<file path="src/rtl/result_matrix_buffer.sv">
// result_matrix_buffer
//
// Collects an n x n matrix of 32-bit elements streamed in row-major order over a
// valid/ready interface, then hands the complete matrix to a downstream writer.
// The writer reads elements combinationally by (i, j) index and releases the
// buffer with done, after which the buffer refills from (0, 0).
//
// State table:
//   state | meaning
//   FILL  | accepting elements (in_ready = 1); the last position moves to FULL
//   FULL  | one cycle; start pulse to the writer; no input accepted
//   DRAIN | writer reads the matrix; waits for done, then back to FILL
//
// Ports:
//   clk, rst_n      clock, asynchronous active-low reset
//   in_valid        upstream element valid
//   in_data[31:0]   upstream element value
//   in_last         upstream's own marker for the final element (checked only)
//   in_ready        element accepted this cycle (decoded from the state register)
//   start           one-cycle pulse, matrix complete
//   i, j            writer row / column index
//   value[31:0]     mem[i][j], combinational; 0 for out-of-range indices
//   done            writer finished with the matrix (honoured only in DRAIN)
//   busy            high from the first accepted element until done is taken
//   last_err        sticky: in_last disagreed with the position counters

module result_matrix_buffer #(
    parameter int n  = 8,
    parameter int IW = $clog2(n)
) (
    input  logic          clk,
    input  logic          rst_n,
    input  logic          in_valid,
    input  logic [31:0]   in_data,
    input  logic          in_last,
    output logic          in_ready,
    output logic          start,
    input  logic [IW-1:0] i,
    input  logic [IW-1:0] j,
    output logic [31:0]   value,
    input  logic          done,
    output logic          busy,
    output logic          last_err
);

    typedef enum logic [1:0] {
        FILL  = 2'd0,
        FULL  = 2'd1,
        DRAIN = 2'd2
    } state_t;

    localparam logic [IW-1:0] LAST_IDX = IW'(n - 1);
    localparam logic [IW:0]   N_EXT    = (IW + 1)'(n);

    state_t        state, state_nx;
    logic [IW-1:0] row, col;
    logic          xfer;
    logic          at_end;
    logic [31:0]   mem [n][n];

    assign in_ready = (state == FILL);
    assign start    = (state == FULL);
    assign xfer     = in_valid && in_ready;
    assign at_end   = (row == LAST_IDX) && (col == LAST_IDX);

    always_ff @(posedge clk or negedge rst_n) begin
        if (!rst_n) begin
            state <= FILL;
        end else begin
            state <= state_nx;
        end
    end

    always_comb begin
        state_nx = state;
        case (state)
            FILL:    if (xfer && at_end) state_nx = FULL;
            FULL:    state_nx = DRAIN;
            DRAIN:   if (done) state_nx = FILL;
            default: state_nx = FILL;
        endcase
    end

    // Position counters are authoritative; in_last only feeds the error flag.
    always_ff @(posedge clk or negedge rst_n) begin
        if (!rst_n) begin
            row <= '0;
            col <= '0;
        end else if (xfer) begin
            if (col == LAST_IDX) begin
                col <= '0;
                row <= (row == LAST_IDX) ? '0 : row + 1'b1;
            end else begin
                col <= col + 1'b1;
            end
        end
    end

    always_ff @(posedge clk or negedge rst_n) begin
        if (!rst_n) begin
            busy     <= 1'b0;
            last_err <= 1'b0;
        end else begin
            if (state == DRAIN && done) begin
                busy <= 1'b0;
            end else if (xfer) begin
                busy <= 1'b1;
            end
            if (xfer && (in_last != at_end)) begin
                last_err <= 1'b1;
            end
        end
    end

    // Storage is intentionally not reset.
    always_ff @(posedge clk) begin
        if (xfer) begin
            mem[row][col] <= in_data;
        end
    end

    // Indices can exceed n-1 only when n is not a power of two.
    always_comb begin
        value = '0;
        if (({1'b0, i} < N_EXT) && ({1'b0, j} < N_EXT)) begin
            value = mem[i][j];
        end
    end

endmodule

</file>
<file path="config.mk">
export PLATFORM = sky130hd
export DESIGN_NAME = result_matrix_buffer
export DESIGN_NICKNAME = d
export VERILOG_FILES = /design/src/rtl/result_matrix_buffer.sv
export SDC_FILE = /design/constraint.sdc
export NUM_CORES = 2
export LEC_CHECK = 0
export BUFFER_PORTS_ARGS = -buffer_cell sky130_fd_sc_hd__buf_2
export CAP_MARGIN = 20
export CORE_MARGIN = 2
export CORE_UTILIZATION = 50
export CTS_BUF_LIST = sky130_fd_sc_hd__clkbuf_4
export DETAILED_ROUTE_END_ITERATION = 6
export HOLD_SLACK_MARGIN = 0.12
export PLACE_DENSITY = 0.65
export REMOVE_ABC_BUFFERS = 1
export SLEW_MARGIN = 20
export SYNTH_ARGS = -nofsm -noshare
export SYNTH_HDL_FRONTEND = slang
export SYNTH_SLANG_ARGS = --single-unit
</file>
<file path="constraint.sdc">
create_clock -name clk -period 5.06 [get_ports clk]
set_input_delay 0 -clock clk [delete_from_list [all_inputs] [get_ports clk]]
set_output_delay 0 -clock clk [all_outputs]
set_load 0.005 [all_outputs]
</file>
Word level (Yosys, flattened, before mapping)
Memories as Yosys holds them, arrays and structs flattened.
Index checks and enable logic that the tools add are counted.
- memories: 1
- bits in writable memories: 2048
- output and inout port bits: 36
- register bits: 10
- input bits: 43
- logic and storage cells: 44
- memories (memory ; words ; bits a word ; read ports ; clocked after memory_dff ; write ports ; RTL line ; RTL):
    mem ; 8 ; 256 ; 1 ; 0 ; 1 ; 59 ; logic [31:0] mem [n][n];
- bitwise operators: 2
- reductions and logical operators: 10
- mux-type cells: 14
- equality and inequality tests: 7
- add/subtract/negate cells: 2
- order comparisons: 3
- operators with widths (cell ; number):
    256-bit two-way mux ; 1
    32-bit binary-select mux with 3-bit select ; 1
    32-bit demux with 3-bit select ; 1
    32-bit two-way mux ; 3
    4-bit greater-or-equal comparator, second input constant ; 2
    3-bit NOT with 4-bit output ; 2
    3-bit by 1-bit adder with 3-bit output, second input constant ; 2
    3-bit == test, second input constant ; 2
    1-bit logical AND ; 6
    3-bit two-way mux ; 2
    2-bit one-hot mux with 3 select lines ; 1
    4-bit by 1-bit < comparator with 1-bit output, second input constant ; 1
    2-bit two-way mux ; 2
    2-bit AND reduction ; 2
    1-bit two-way mux ; 3
    2-bit by 1-bit == test with 1-bit output, second input constant ; 1
    2-bit == test, second input constant ; 1
    2-bit logical NOT ; 1
    2-bit by 1-bit inequality test with 1-bit output, second input constant ; 1
    2-bit inequality test, second input constant ; 1
    2-bit nonzero test ; 1
    1-bit inequality test ; 1

Depth between registers and ports, before layout
- word-level depth: 6
- depth in mapped cells: 11
- mapped depth without buffers: 5

Worst setup path after synthesis
Ideal clock, no wire load.
- path kind: reg-to-reg
- start point: reg row[0]
- end point: mem mem[2][0] (netlist name) (enable)
- library setup time: 0.421 ns
- path buffers: 2
- cell stages (with the launch flop): 5
- period minus slack after synthesis: 2.981 ns
- data required time: 4.639 ns
- setup slack: 2.079 ns
- arrival: 2.560 ns
- cells stage by stage: dfrtp_1 clkbuf_1 or3b_2 clkbuf_1 nor2_1
- RTL lines (what ; RTL line ; RTL):
    start, declared ; 56 ; logic [IW-1:0] row, col;
    start signal, assigned ; 92 ; row <= (row == LAST_IDX) ? '0 : row + 1'b1;
    end, declared ; 59 ;
Straight into the memory's write port.

Worst setup path in the final report
- start point: mem mem[4][248] (netlist name)
- end point: out value[24]
- word-level cells in the longest chain between the ends: 4
- RTL lines (what ; RTL line ; RTL):
    memory read 8 x 256 bit ; n/a ;
    32-bit binary-select mux with 3-bit select ; 126 ; value = mem[i][j];
    32-bit two-way mux (implied by the code) (2 in a row) ; 126 ;
    end, declared ; 40 ; output logic [31:0] value,
No other way between the ends. The select of a mux whose other input is x is not followed.

==> results.toml <==
[worst_setup_path]
worstPathMaxFanout = 1
crit_arrival_ps = 4260
rrSetupSlack_ps = 1560
rr_worst_depth = 6
worstSetupStartpointType = "flip-flop"
endpoint_kind = "output pin"
required_ps = 5060
crit_type = "flip-flop to output pin"

[worst_hold_path]
hp-class = "input pin to flip-flop"
whs_path_depth = 4

[global_route]
grt_overflow = 0
grt_max_degree = 70
gr-usage-all-layers_pct = 24.85
grt_pass1_wl_mm = 284.0
antenna_found_initial = 14
grt_pass1_vias = 40360

[routing]
vias_per_cell = 6.061
wire_per_inst_um = 30.61
first_pass_iters = 5
num_vias = 39264
first_iter_violations = 4383
wl_mm = 198.3
drcViolationCount = 0
ant_nets = 0

[sta]
rsz0062_at_grt = "no"
max_freq_mhz = 234.9
relSlewSlack_pct = 27.31
post-route-period-util_pct = 84.14
fin_skew_ps = 84.98
maxSlewViolCount = 0
min_period_ps = 4258
tns_ps = 0
final_hold_viol_count = 0
setup_viol = 0
tightestPinTransition_ps = 1087

[floorplan]
coreArea_um2 = 156400
ioPinCount = 79
start_util_pct = 50.38
die_x_um = 401.0
rows = 145
dieArea_um2 = 160800
die_h_um = 401.0

[power_and_ir_drop]
powerDensity_nw_per_um2 = 397.3
p_leak_nw = 28.98
totalPowerFinal_w = 0.03587
irDropWorstVdd_mv = 0.2399

[clocking]
cts_root_buffer = "clkbuf_4"
cts-htree-levels = 6
clk-insertion-delay-late_ps = 1300
post_cts_buffers = 0
cts_hold_buf = 78
cts_tree = "done"
cts.sinks = 2058
numCtsBuffers = 550
clk_path_buf_depth = 4
cts_resized = 0
clkTransAtPathRegs_ps = 70

[synthesis]
yosysUniqueCellTypes = 42
synth_seq_cells = 2058
synth.cell_area_um2 = 78790
synth.avg_cell_area_um2 = 23.40
yosys_warnings = 0
async_flop_share_pct = 0.4859
synthCells = 3367
synth_ff_type = "edfxtp_1"
seq_area_frac_synth_pct = 78.37
synth_edf_count = 2048

[flow_run]
maxCapViolCount = 0

[final_layout]
drive_above_1_share_pct = 39.57
syn2layout_area_growth_pct = 14.60
fin_nets = 4100

[placement]
io_buffer_count = 78
place.gp.congestion = 0.8800
dp_hpwl_mm = 110.9

[outcome]
status = "complete, no violations"
state kept, by name (all words and copies together), names as in the netlist:
signal / cells
busy: 1
col: 3
last_err: 1
mem: 2048
row: 3
state: 2
where the power goes:
part / internal (W) / leakage, nW / switching [W]
clock: 0.00745 / 3.97 / 0.00648
sequential: 0.0192 / 18.5 / 0.000119
combinational: 0.000897 / 6.46 / 0.00170
total: 0.0276 / 29.0 / 0.00830
cells in the mapped netlist (all sizes together) (2+ instances only):
| master | count | area [um^2] |
|---|---|---|
| a211oi | 21 | 157.7 |
| nand3b | 5 | 37.54 |
| a221o | 4 | 40.04 |
| nor2b | 12 | 75.07 |
| or3b | 3 | 26.28 |
| a221oi | 12 | 105.1 |
| o221ai | 23 | 201.4 |
| o22ai | 14 | 87.58 |
| a22o | 5 | 43.79 |
| nor2 | 98 | 367.9 |
| and2 | 6 | 37.54 |
| edfxtp | 2048 | 61500 |
| or2 | 2 | 12.51 |
| nand2 | 82 | 307.8 |
| o21ai | 24 | 120.1 |
| a21oi | 58 | 290.3 |
| mux4 | 555 | 12500 |
| nand2b | 10 | 62.56 |
| a21o | 2 | 15.01 |
| nand3 | 35 | 175.2 |
| mux2 | 47 | 529.3 |
| mux2i | 50 | 500.5 |
| clkbuf | 66 | 247.7 |
| buf | 116 | 691.9 |
| nor3b | 6 | 45.04 |
| nor3 | 6 | 30.03 |
| dfrtp | 10 | 250.2 |
| inv | 7 | 26.27 |
| a31oi | 6 | 37.54 |
| a22oi | 21 | 157.7 |
| ha | 4 | 50.05 |
| or3 | 3 | 18.77 |
metal layers:
metal / share of wire (%) / track usage (%) / wire length (um)
met4: 2.6 / 8.448 / 5068
met3: 10 / 6.496 / 19880
met1: 39 / 34.14 / 76940
met2: 49 / 39.06 / 96330
met5: 0.026 / 0 / 52
final timing paths:
check                             from           to
hold reg to reg               state[1]     state[1]
hold / removal             in_data[22]  mem[6][118]
min in group asynchronous        rst_n       row[1]
setup reg to reg              state[0]   mem[4][32]
max in group asynchronous        rst_n         busy
setup / recovery           mem[4][248]    value[24]
cells by family (layout without fill, tap and decap cells):
kind of cell | count (synthesis) | after routing | synth area share (%)
muxes | 652 | 652 | 17.17
other | 0 | 13 | 0
xor gates and xnor gates | 1 | 1 | 0.01112
AOI/OAI and AO/OA | 193 | 193 | 1.626
and+or+nand+nor | 270 | 270 | 1.534
adders and majority gates | 4 | 4 | 0.06352
DFF | 2058 | 2058 | 78.37
buffers and inverters | 189 | 1229 | 1.226
stage by stage:
stage / hold slack (ps) / cells / utilization [%] / setup WS, ps / area (um^2)
4_1_cts: 191.7 / 6462 / 57.69 / 851.4 / 90220
6_report: 307.0 / 6478 / 57.74 / 802.3 / 90290
3_3_place_gp: -120.8 / 5471 / 52.86 / 1588 / 82670
5_1_grt: 262.1 / 6471 / 57.73 / 703.0 / 90280
3_5_place_dp: -118.7 / 5478 / 52.97 / 1568 / 82840
2_1_floorplan: -295.6 / 3185 / - / 2137 / 77850
placed cells by master, fill, tap and decap left out, types with 21 or more instances in the layout:
| cell | synthesis | routed |
|---|---|---|
| a211oi_1 | 21 | 21 |
| a21oi_1 | 58 | 58 |
| a22oi_1 | 21 | 21 |
| buf_12 | 0 | 21 |
| buf_2 | 49 | 73 |
| buf_4 | 34 | 138 |
| clkbuf_4 | 0 | 792 |
| clkinv_1 | 0 | 79 |
| dlygate4sd3_1 | 0 | 75 |
| edfxtp_1 | 2048 | 2048 |
| mux2_2 | 47 | 47 |
| mux2i_1 | 50 | 50 |
| mux4_2 | 555 | 555 |
| nand2_1 | 82 | 82 |
| nand3_1 | 35 | 35 |
| nor2_1 | 98 | 33 |
| nor2_4 | 0 | 64 |
| o21ai_0 | 24 | 24 |
| o221ai_1 | 23 | 23 |
layout make-up:
class                           instances  area [um^2]
Antenna cell                           13        32.53
Clock buffer                          792         5946
Clock inverter                        114        611.8
Fill cell                           11420        66090
Inverter                                7        28.78
Multi-Input combinational cell       1120        16570
Sequential cell                      2058        61750
Tap cell                             2058         2575
Timing Repair Buffer                  316         2783
critical path, stage by stage (launching register included):
cell and delay, ps:
edfxtp_1 400, mux4_2 470, mux4_2 540, a22oi_1 850, o221ai_1 460, buf_2 250
(Power assumes the default switching activity.)
